**src/rtl/hazard_ctrl.sv**
```systemverilog
// Pipeline hazard unit: load-use stall, redirect flush, fixed-latency multi-cycle EX stall.
// Optional perf counters (StallCnt/FlushCnt) are built only when HAZ_PERF_CNT_EN is defined.
//
// state   | meaning
// RUN     | normal flow; redirect, MC start and load-use are resolved here
// MC_BUSY | multi-cycle op held in EX; front end and ID/EX frozen, cnt counts down
// MC_DONE | MC result valid for one cycle; no stall from the MC op itself
module hazard_ctrl #(
  parameter int MC_LAT = 4
) (
  input  logic        clk,
  input  logic        reset,
  input  logic [4:0]  Rs1D,
  input  logic [4:0]  Rs2D,
  input  logic [4:0]  RdE,
  input  logic        ResultSrcE0,
  input  logic        PCSrcE,
  input  logic        McStartE,
  output logic        PCWrite,
  output logic        IF_IDWrite,
  output logic        FlushD,
  output logic        FlushE,
  output logic        StallE,
  output logic        McDoneE,
  output logic [31:0] StallCnt,
  output logic [31:0] FlushCnt
);

  localparam int CW = $clog2(MC_LAT);

  typedef enum logic [1:0] {RUN, MC_BUSY, MC_DONE} state_t;

  state_t          state_q, state_d;
  logic [CW-1:0]   cnt_q, cnt_d;
  logic            load_use;

  assign load_use = ResultSrcE0 && (RdE != 5'd0) && ((RdE == Rs1D) || (RdE == Rs2D));

  always_comb begin
    state_d    = state_q;
    cnt_d      = cnt_q;
    PCWrite    = 1'b1;
    IF_IDWrite = 1'b1;
    FlushD     = 1'b0;
    FlushE     = 1'b0;
    StallE     = 1'b0;
    McDoneE    = 1'b0;
    // outputs stay idle while reset is held low
    if (reset) begin
      case (state_q)
        RUN: begin
          if (PCSrcE) begin
            FlushD = 1'b1;
            FlushE = 1'b1;
          end else if (McStartE) begin
            PCWrite    = 1'b0;
            IF_IDWrite = 1'b0;
            StallE     = 1'b1;
            cnt_d      = CW'(MC_LAT - 2);
            state_d    = MC_BUSY;
          end else if (load_use) begin
            PCWrite    = 1'b0;
            IF_IDWrite = 1'b0;
            FlushE     = 1'b1;
          end
        end
        MC_BUSY: begin
          PCWrite    = 1'b0;
          IF_IDWrite = 1'b0;
          StallE     = 1'b1;
          if (cnt_q != '0) cnt_d = cnt_q - CW'(1);
          else             state_d = MC_DONE;
        end
        MC_DONE: begin
          McDoneE = 1'b1;
          state_d = RUN;
          if (PCSrcE) begin
            FlushD = 1'b1;
            FlushE = 1'b1;
          end else if (load_use) begin
            PCWrite    = 1'b0;
            IF_IDWrite = 1'b0;
            FlushE     = 1'b1;
          end
        end
        default: state_d = RUN;
      endcase
    end
  end

  always_ff @(posedge clk) begin
    if (!reset) begin
      state_q <= RUN;
      cnt_q   <= '0;
    end else begin
      state_q <= state_d;
      cnt_q   <= cnt_d;
    end
  end

`ifdef HAZ_PERF_CNT_EN
  logic [31:0] stall_cnt_q, stall_cnt_d;
  logic [31:0] flush_cnt_q, flush_cnt_d;

  always_comb begin
    stall_cnt_d = stall_cnt_q + {31'd0, ~PCWrite};
    flush_cnt_d = flush_cnt_q + {31'd0, FlushD};
  end

  always_ff @(posedge clk) begin
    if (!reset) begin
      stall_cnt_q <= 32'd0;
      flush_cnt_q <= 32'd0;
    end else begin
      stall_cnt_q <= stall_cnt_d;
      flush_cnt_q <= flush_cnt_d;
    end
  end

  assign StallCnt = stall_cnt_q;
  assign FlushCnt = flush_cnt_q;
`else
  assign StallCnt = 32'd0;
  assign FlushCnt = 32'd0;
`endif

endmodule
```
**config.mk**
```make
export PLATFORM = sky130hd
export DESIGN_NAME = hazard_ctrl
export DESIGN_NICKNAME = d
export VERILOG_FILES = /design/src/rtl/hazard_ctrl.sv
export SDC_FILE = /design/constraint.sdc
export NUM_CORES = 1
export LEC_CHECK = 0
export ABC_AREA = 1
export CAP_MARGIN = 20
export CORE_ASPECT_RATIO = 1.1
export CORE_MARGIN = 2
export CORE_UTILIZATION = 30
export CTS_CLUSTER_SIZE = 30
export DETAILED_ROUTE_END_ITERATION = 8
export PLACE_DENSITY_LB_ADDON = 0.2
export SLEW_MARGIN = 20
export SYNTH_ARGS = -nofsm -noshare
export SYNTH_HDL_FRONTEND = slang
export SYNTH_SLANG_ARGS = --single-unit
```
**constraint.sdc**
```tcl
create_clock -name clk -period 2.2 [get_ports clk]
set_input_delay 0.66 -clock clk [delete_from_list [all_inputs] [get_ports clk]]
set_output_delay 0.66 -clock clk [all_outputs]
set_load 0.02 [all_outputs]
```
==> results.md, run 1 <==
- Status: complete, but fails checks
- Failing checks: setup timing
- I/O pin count: 90
- Peak supply drop: 165 uV
- Initial DRC Count: 16
- Vias per cell: 3.58
- Die width: 56.8 um
- Main combinational cell family by area after synthesis: buffers and inverters
- Critical hold path startpoint: cnt_q[1]$_SDFFE_PN0P_
- CTS clk-pin slew, worst paths: 0.04 ns
- Final hold violations: 0
- Synth Flop Type: dfxtp_1
- CTS tree: done
- Syn avg cell area: 6.12 um^2
- Synthesized-area fraction occupied by adder cells: 1.36%
- WP buf/inv: 3
- Final Wtd Congestion: 0.672
- First-pass GRT wire length: 2.45 mm
- Final ANT Viol Nets: 0
- Final Max Tran Viols: 0
- Diodes inserted: 0
- Worst Hold End: cnt_q[1]$_SDFFE_PN0P_
- Fraction of registers with async set/reset: 0%
- Tmin final: 2.21 ns
- Synth unique cells: 20
- CTS buffer count: 3
- Initial Util: 30.7%
- Critical Path AT: 1.55 ns
- Register area share after synthesis: 8.72%
- Clock Tree Root: clkbuf_4
- RSZ-0062 raised after global routing: true
- Largest net degree at the start of global routing: 6
- Synth Warn #: 0
- Core ar.: 0.00300 mm^2
- Die height: 62.0 um
- CP max-delay cell: buf_6
- Share of cells above drive strength 1: 32.2%
- TritonCTS sink count: 4
- Total number of vias: 777
- Initial antenna violation count: 0
- Post-synth EDFFs: 0
- NumNets Final: 206
- Detailed Routing Iterations Pass 1: 4
- Post-synthesis compound-gate area fraction: 5.04%
- Placed insts: 213
- CP required: 1.54 ns
- Most frequent cells in the layout: conb_1 (64), nand2_1 (18), nand2_2 (13)
- Most frequent cell on the critical path: nand2_1
- Min-delay worst type: flip-flop to flip-flop
- Main area contributors after synthesis: buf_4 (53%), nand2_1 (12%), dfxtp_1 (8.7%)
- CP endpoint kind: output port
- Clk_lat worst skew: 0.23 ns
- Worst setup path startpoint: Rs2D[4]
- Area delta synth->final: 17.6%
- Clk buf depth: 2
- Commonest non-fill, non-tap cell in the layout: conb_1
- Overall Global Routing Usage: 8.66%
- Final Util: 36.0%
- #FFs+latches synth: 4
- Post-synthesis mux area share: 0%
- Critical path, cell by cell: buf_2 > inv_1 > nand2_1 > nand2_1 > nor2_1 > nand3_1 > nand2_1 > nand2_2 > nand2_1 > nand2_1 > nand2_1 > nand2_2 > buf_6
- Maximum level of the CTS H-tree: 1
- Worst r2r path cells: 7
- # rows: 21
- Die area: 0.00352 mm^2
- Port Buf Inserts: 25
- Max FO, Critical Path: 2
- R2r setup slk: 0.96 ns
- CP Class: input pin to output port
- Worst setup SP type: input pin
- Syn Std Cell Area: 918 um^2
- Simple-gate share of the synthesized area: 20.8%
- Reg2reg start: state_q[1]$_SDFFE_PN0P_
- Vias in the first global route: 643
- Post-synthesis share of cell area spent on xor and xnor gates: 1.91%
- Total Wirelength: 1.51 mm
- Setup WS pre-CTS: -0.920 ns
- Maxcap violations: 0
- GRT overflow: 0
- CP top delay family: simple AND/OR/NAND/NOR gates
- Cell count after synthesis: 150
- Final period utilization: 100%
- Reg-to-reg critical path endpoint: cnt_q[0]$_SDFFE_PN0P_
- Top cell type's share of synthesized area: 53.1%
- Fin cells: 217
- DR WL/cell: 6.97 um
- Area leader, netlist: buf_4
- DRC: 0
- Hold Crit Depth: 2
- Highest Clock Rate: 0.453 GHz
- Final HPWL DP: 1.34 mm
- Setup-failing EPs final: 2
- PwrDens: 371 mW/mm^2
- Total stage count of the critical path: 13
- Leak pwr: 0.663 nW
- Final Worst Setup Slack: -0.00671 ns
- Max incr delay on CP: 0.13 ns
- Clock Skew: 0.00243 ns
## metal layers
metal	vias up	GRT usage (%)	wire length (um)
met5	-	0	0
met1	328	9.65	520
li1	389	-	-
met3	0	1.24	199
met4	0	3.99	0
met2	60	16.6	793
## synthesized netlist by cell type (all sizes together), types with 2 or more instances
master / number
dfxtp: 4
o21ai: 3
inv: 21
nand2: 31
a21oi: 2
buf: 65
nor2: 13
nand3: 2
xnor2: 2
## what timing repair did
action / CTS / global route
hold buffers: 0 / 0
pin swaps: 22 / 17
endpoints found under the setup margin: 6 / 3
setup buffers: 0 / 1
resized for setup: 113 / 29
## worst max-delay path by stage
stage | to | slack [ns]
2_1_floorplan | PCWrite | 0.009
3_3_place_gp | IF_IDWrite | -0.92
3_5_place_dp | IF_IDWrite | -0.92
4_1_cts | IF_IDWrite | -0.05
5_1_grt | PCWrite | -0.12
6_report | IF_IDWrite | -0.007
## cells by family after synthesis
logic type | after synthesis
AO/OA/AOI/OAI | 8
XOR/XNOR | 2
adder cells (fa/ha/maj) | 1
buffers and inverters | 86
flip-flops | 4
other | 1
AND/OR/NAND/NOR | 48
## where the power goes
group | internal, mW | total [mW] | leakage (nW) | switching [mW]
clock network | 0.0609 | 0.0889 | 0.0138 | 0.0281
logic | 0.0713 | 0.232 | 0.617 | 0.161
registers | 0.0768 | 0.0791 | 0.0327 | 0.00225
## worst register-to-register path: stages (launching register included)
cell	delay, ns
dfxtp_1	0.32
inv_1	0.06
buf_4	0.14
nand2_2	0.08
nor2_2	0.06
a31oi_1	0.28
o21ai_1	0.10
a21oi_1	0.12
## stage by stage
stage	instance area (um^2)	TNS, ns	power (mW)	hold slack, ns
floorplan	1150	0	0.318	0.453
global placement	1000	-4.44	0.296	0.459
detailed placement	1000	-4.43	0.298	0.476
CTS	985	-0.109	0.387	0.484
global route	1080	-0.248	0.434	0.515
finish	1080	-0.0132	0.400	0.479
## state kept, by name (all words and copies together), names as in the netlist
signal	count
state_q	2
cnt_q	2
## cell type report
cell class	count	area (um^2)
sequential	4	80.1
fill	345	1920
multi-input combinational	123	556
clock buffer	3	22.5
inverter	21	86.3
tap	34	42.5
timing repair buffer	32	293
Note: power is estimated with default switching activity, not from simulation.
==> run 2: changes to the inputs <==
CORE_UTILIZATION = 32   (was 30)
clock period = 2.7 ns   (was 2.2 ns; I/O delays follow)
==> results.md, run 2 (synthesized netlist as in run 1, its figures left out) <==
- Most frequent cells in the layout: conb_1 (64), nand2_1 (28), inv_1 (15), nor2_1 (9), clkbuf_2 (9)
- Final period utilization: 96.9%
- CTS clk-pin slew, worst paths: 0.04 ns (about the same)
- Hold Crit Depth: 2 (unchanged)
- Highest Clock Rate: 0.382 GHz
- Most frequent cell on the critical path: nand2_1
- CP top delay family: buffers and inverters
- Setup-failing EPs final: 0 (-2)
- Initial DRC Count: 14 (-2)
- Top flop regs: cnt_q (2), state_q (2)
- Tot Pwr: 310 uW (-22%)
- DRC: 0 (unchanged)
- Worst r2r path cells: 5 (-2)
- Critical Path AT: 1.81 ns (+0.26 ns)
- Die width: 55.1 um (-3.0%)
- Total Wirelength: 1.44 mm (-4.8%)
- CP endpoint kind: output port
- Core ar.: 0.00275 mm^2 (-8.1%)
- Worst Hold End: cnt_q[1]$_SDFFE_PN0P_
- Placed insts: 211 (-0.94%)
- Largest net degree at the start of global routing: 6 (unchanged)
- Final hold violations: 0 (unchanged)
- Detailed Routing Iterations Pass 1: 3 (-1)
- R2r setup slk: 1.51 ns (+0.55 ns)
- Clk_lat worst skew: 0.23 ns (about the same)
- NumNets Final: 204 (-0.97%)
- Final Util: 35.6% (-0.46 points)
- Initial Util: 33.4% (+2.7 points)
- Maximum level of the CTS H-tree: 1 (unchanged)
- Initial antenna violation count: 0 (unchanged)
- Vias per cell: 3.46 (-3.3%)
- CTS buffer count: 3 (unchanged)
- Diodes inserted: 0 (unchanged)
- # rows: 20 (-4.8%)
- Clk buf depth: 2 (unchanged)
- Vias in the first global route: 581 (-9.6%)
- Min-delay worst type: flip-flop to flip-flop
- PwrDens: 317 mW/mm^2 (-15%)
- WP buf/inv: 2 (-1)
- CP Class: input pin to output port
- Tmin final: 2.62 ns
- Max FO, Critical Path: 3 (+1)
- Total number of vias: 741 (-4.6%)
- # hold bufs at CTS: 0 (unchanged)
- Share of cells above drive strength 1: 23.2% (-9.0 points)
- TritonCTS sink count: 4 (unchanged)
- GRT overflow: 0 (unchanged)
- Peak supply drop: 184 uV (+11%)
- Final Max Tran Viols: 0 (unchanged)
- Fill cells: 321 (-7.0%)
- Critical path, cell by cell: clkdlybuf4s50_1 > o21ai_1 > nand2_1 > nand2_1 > nand2_1 > nand2_2 > buf_6
- Die area: 0.00331 mm^2 (-5.8%)
- DR WL/cell: 6.73 um (-3.4%)
- I/O pin count: 90 (unchanged)
- Final ANT Viol Nets: 0 (unchanged)
- CP max-delay cell: clkdlybuf4s50_1
- Area delta synth->final: 6.68%
- Status: complete, no violations
- CP required: 1.89 ns (+0.35 ns)
- Final Wtd Congestion: 0.670 (-0.27%)
- Commonest non-fill, non-tap cell in the layout: conb_1
- Clock Skew: 0.000454 ns (-0.00198 ns)
- Worst setup SP type: input pin
- Max incr delay on CP: 0.51 ns (+0.38 ns)
- Overall Global Routing Usage: 8.21% (-0.45 points)
- CTS tree: done
- Fin cells: 214 (-1.4%)
- First-pass GRT wire length: 2.04 mm (-17%)
- Port Buf Inserts: 25 (unchanged)
- Die height: 60.2 um (-3.0%)
- Maxcap violations: 0 (unchanged)
- Reg-to-reg critical path endpoint: cnt_q[0]$_SDFFE_PN0P_
- Critical hold path startpoint: cnt_q[1]$_SDFFE_PN0P_
- Final HPWL DP: 1.30 mm (-3.2%)
- Clock Tree Root: clkbuf_4
- Leak pwr: 0.639 nW (-3.7%)
- Reg2reg start: state_q[0]$_SDFFE_PN0P_
run 2: changes by cell type in the layout (fill, tap and decap cells not counted), moves of 3 or more:
cell and delta:
nand2_1 +10, clkbuf_2 +9, inv_1 +5, inv_4 -3, dlygate4sd2_1 -3, nand2_2 -10
clkdlybuf4s50_1 +3, buf_6 -7
run 2: layer usage:
layer,share of wire (%),global-route usage (%)
met3,14,1.25
met1,35,8.52
met4,0,4.18
met2,50,15.3
met5,0,0
run 2: final cells by class:
type	count	area [um^2]	area share (%)
Multi-Input combinational cell	123	539	55.0
Sequential cell	4	80.1	8.17
Inverter	21	78.8	8.05
Timing Repair Buffer	30	218	22.2
Tap cell	33	41.3	4.21
Clock buffer	3	22.5	2.30
run 2: tightest hold or removal path, stage by stage (launching register included):
cell and delay (ns):
dfxtp_1 0.29, inv_1 0.07, a221oi_1 0.07
run 2: timing repair:
item,4_1_cts,5_1_grt
setup endpoints to repair,6,4
gates resized for setup,56,36
hold endpoints to repair,0,0
buffers inserted,0,0
pin swaps,11,17
run 2: worst max path at each step:
stage / startpoint / slack [ns] / end / cells after the start
floorplan: RdE[1] / 0.21 / PCWrite / 10
finish: McStartE / 0.08 / PCWrite / 7
global route: RdE[1] / -0.0004 / IF_IDWrite / 13
detailed placement: RdE[4] / -0.72 / PCWrite / 13
CTS: RdE[3] / 0.002 / PCWrite / 11
global placement: RdE[4] / -0.71 / IF_IDWrite / 13
run 2: through the flow:
stage	hold slack [ns]	worst slack [ns]	instance area (um^2)	TNS, ns
2_1_floorplan	0.453	0.209	1150	0
3_3_place_gp	0.459	-0.706	996	-3.20
3_5_place_dp	0.483	-0.725	996	-3.24
4_1_cts	0.491	0.00211	1000	0
5_1_grt	0.514	-0.000376	980	-0.000686
6_report	0.481	0.0827	980	0
run 2: report_power, final:
part	internal [mW]	switching, mW
logic	0.0464	0.127
registers	0.0626	0.00199
clock network	0.0496	0.0226
==> run 3: changes to the inputs <==
SLEW_MARGIN = 40   (was 20)
==> results of run 3 <==
Final layout, timing and power as in run 2 (identical DEF).
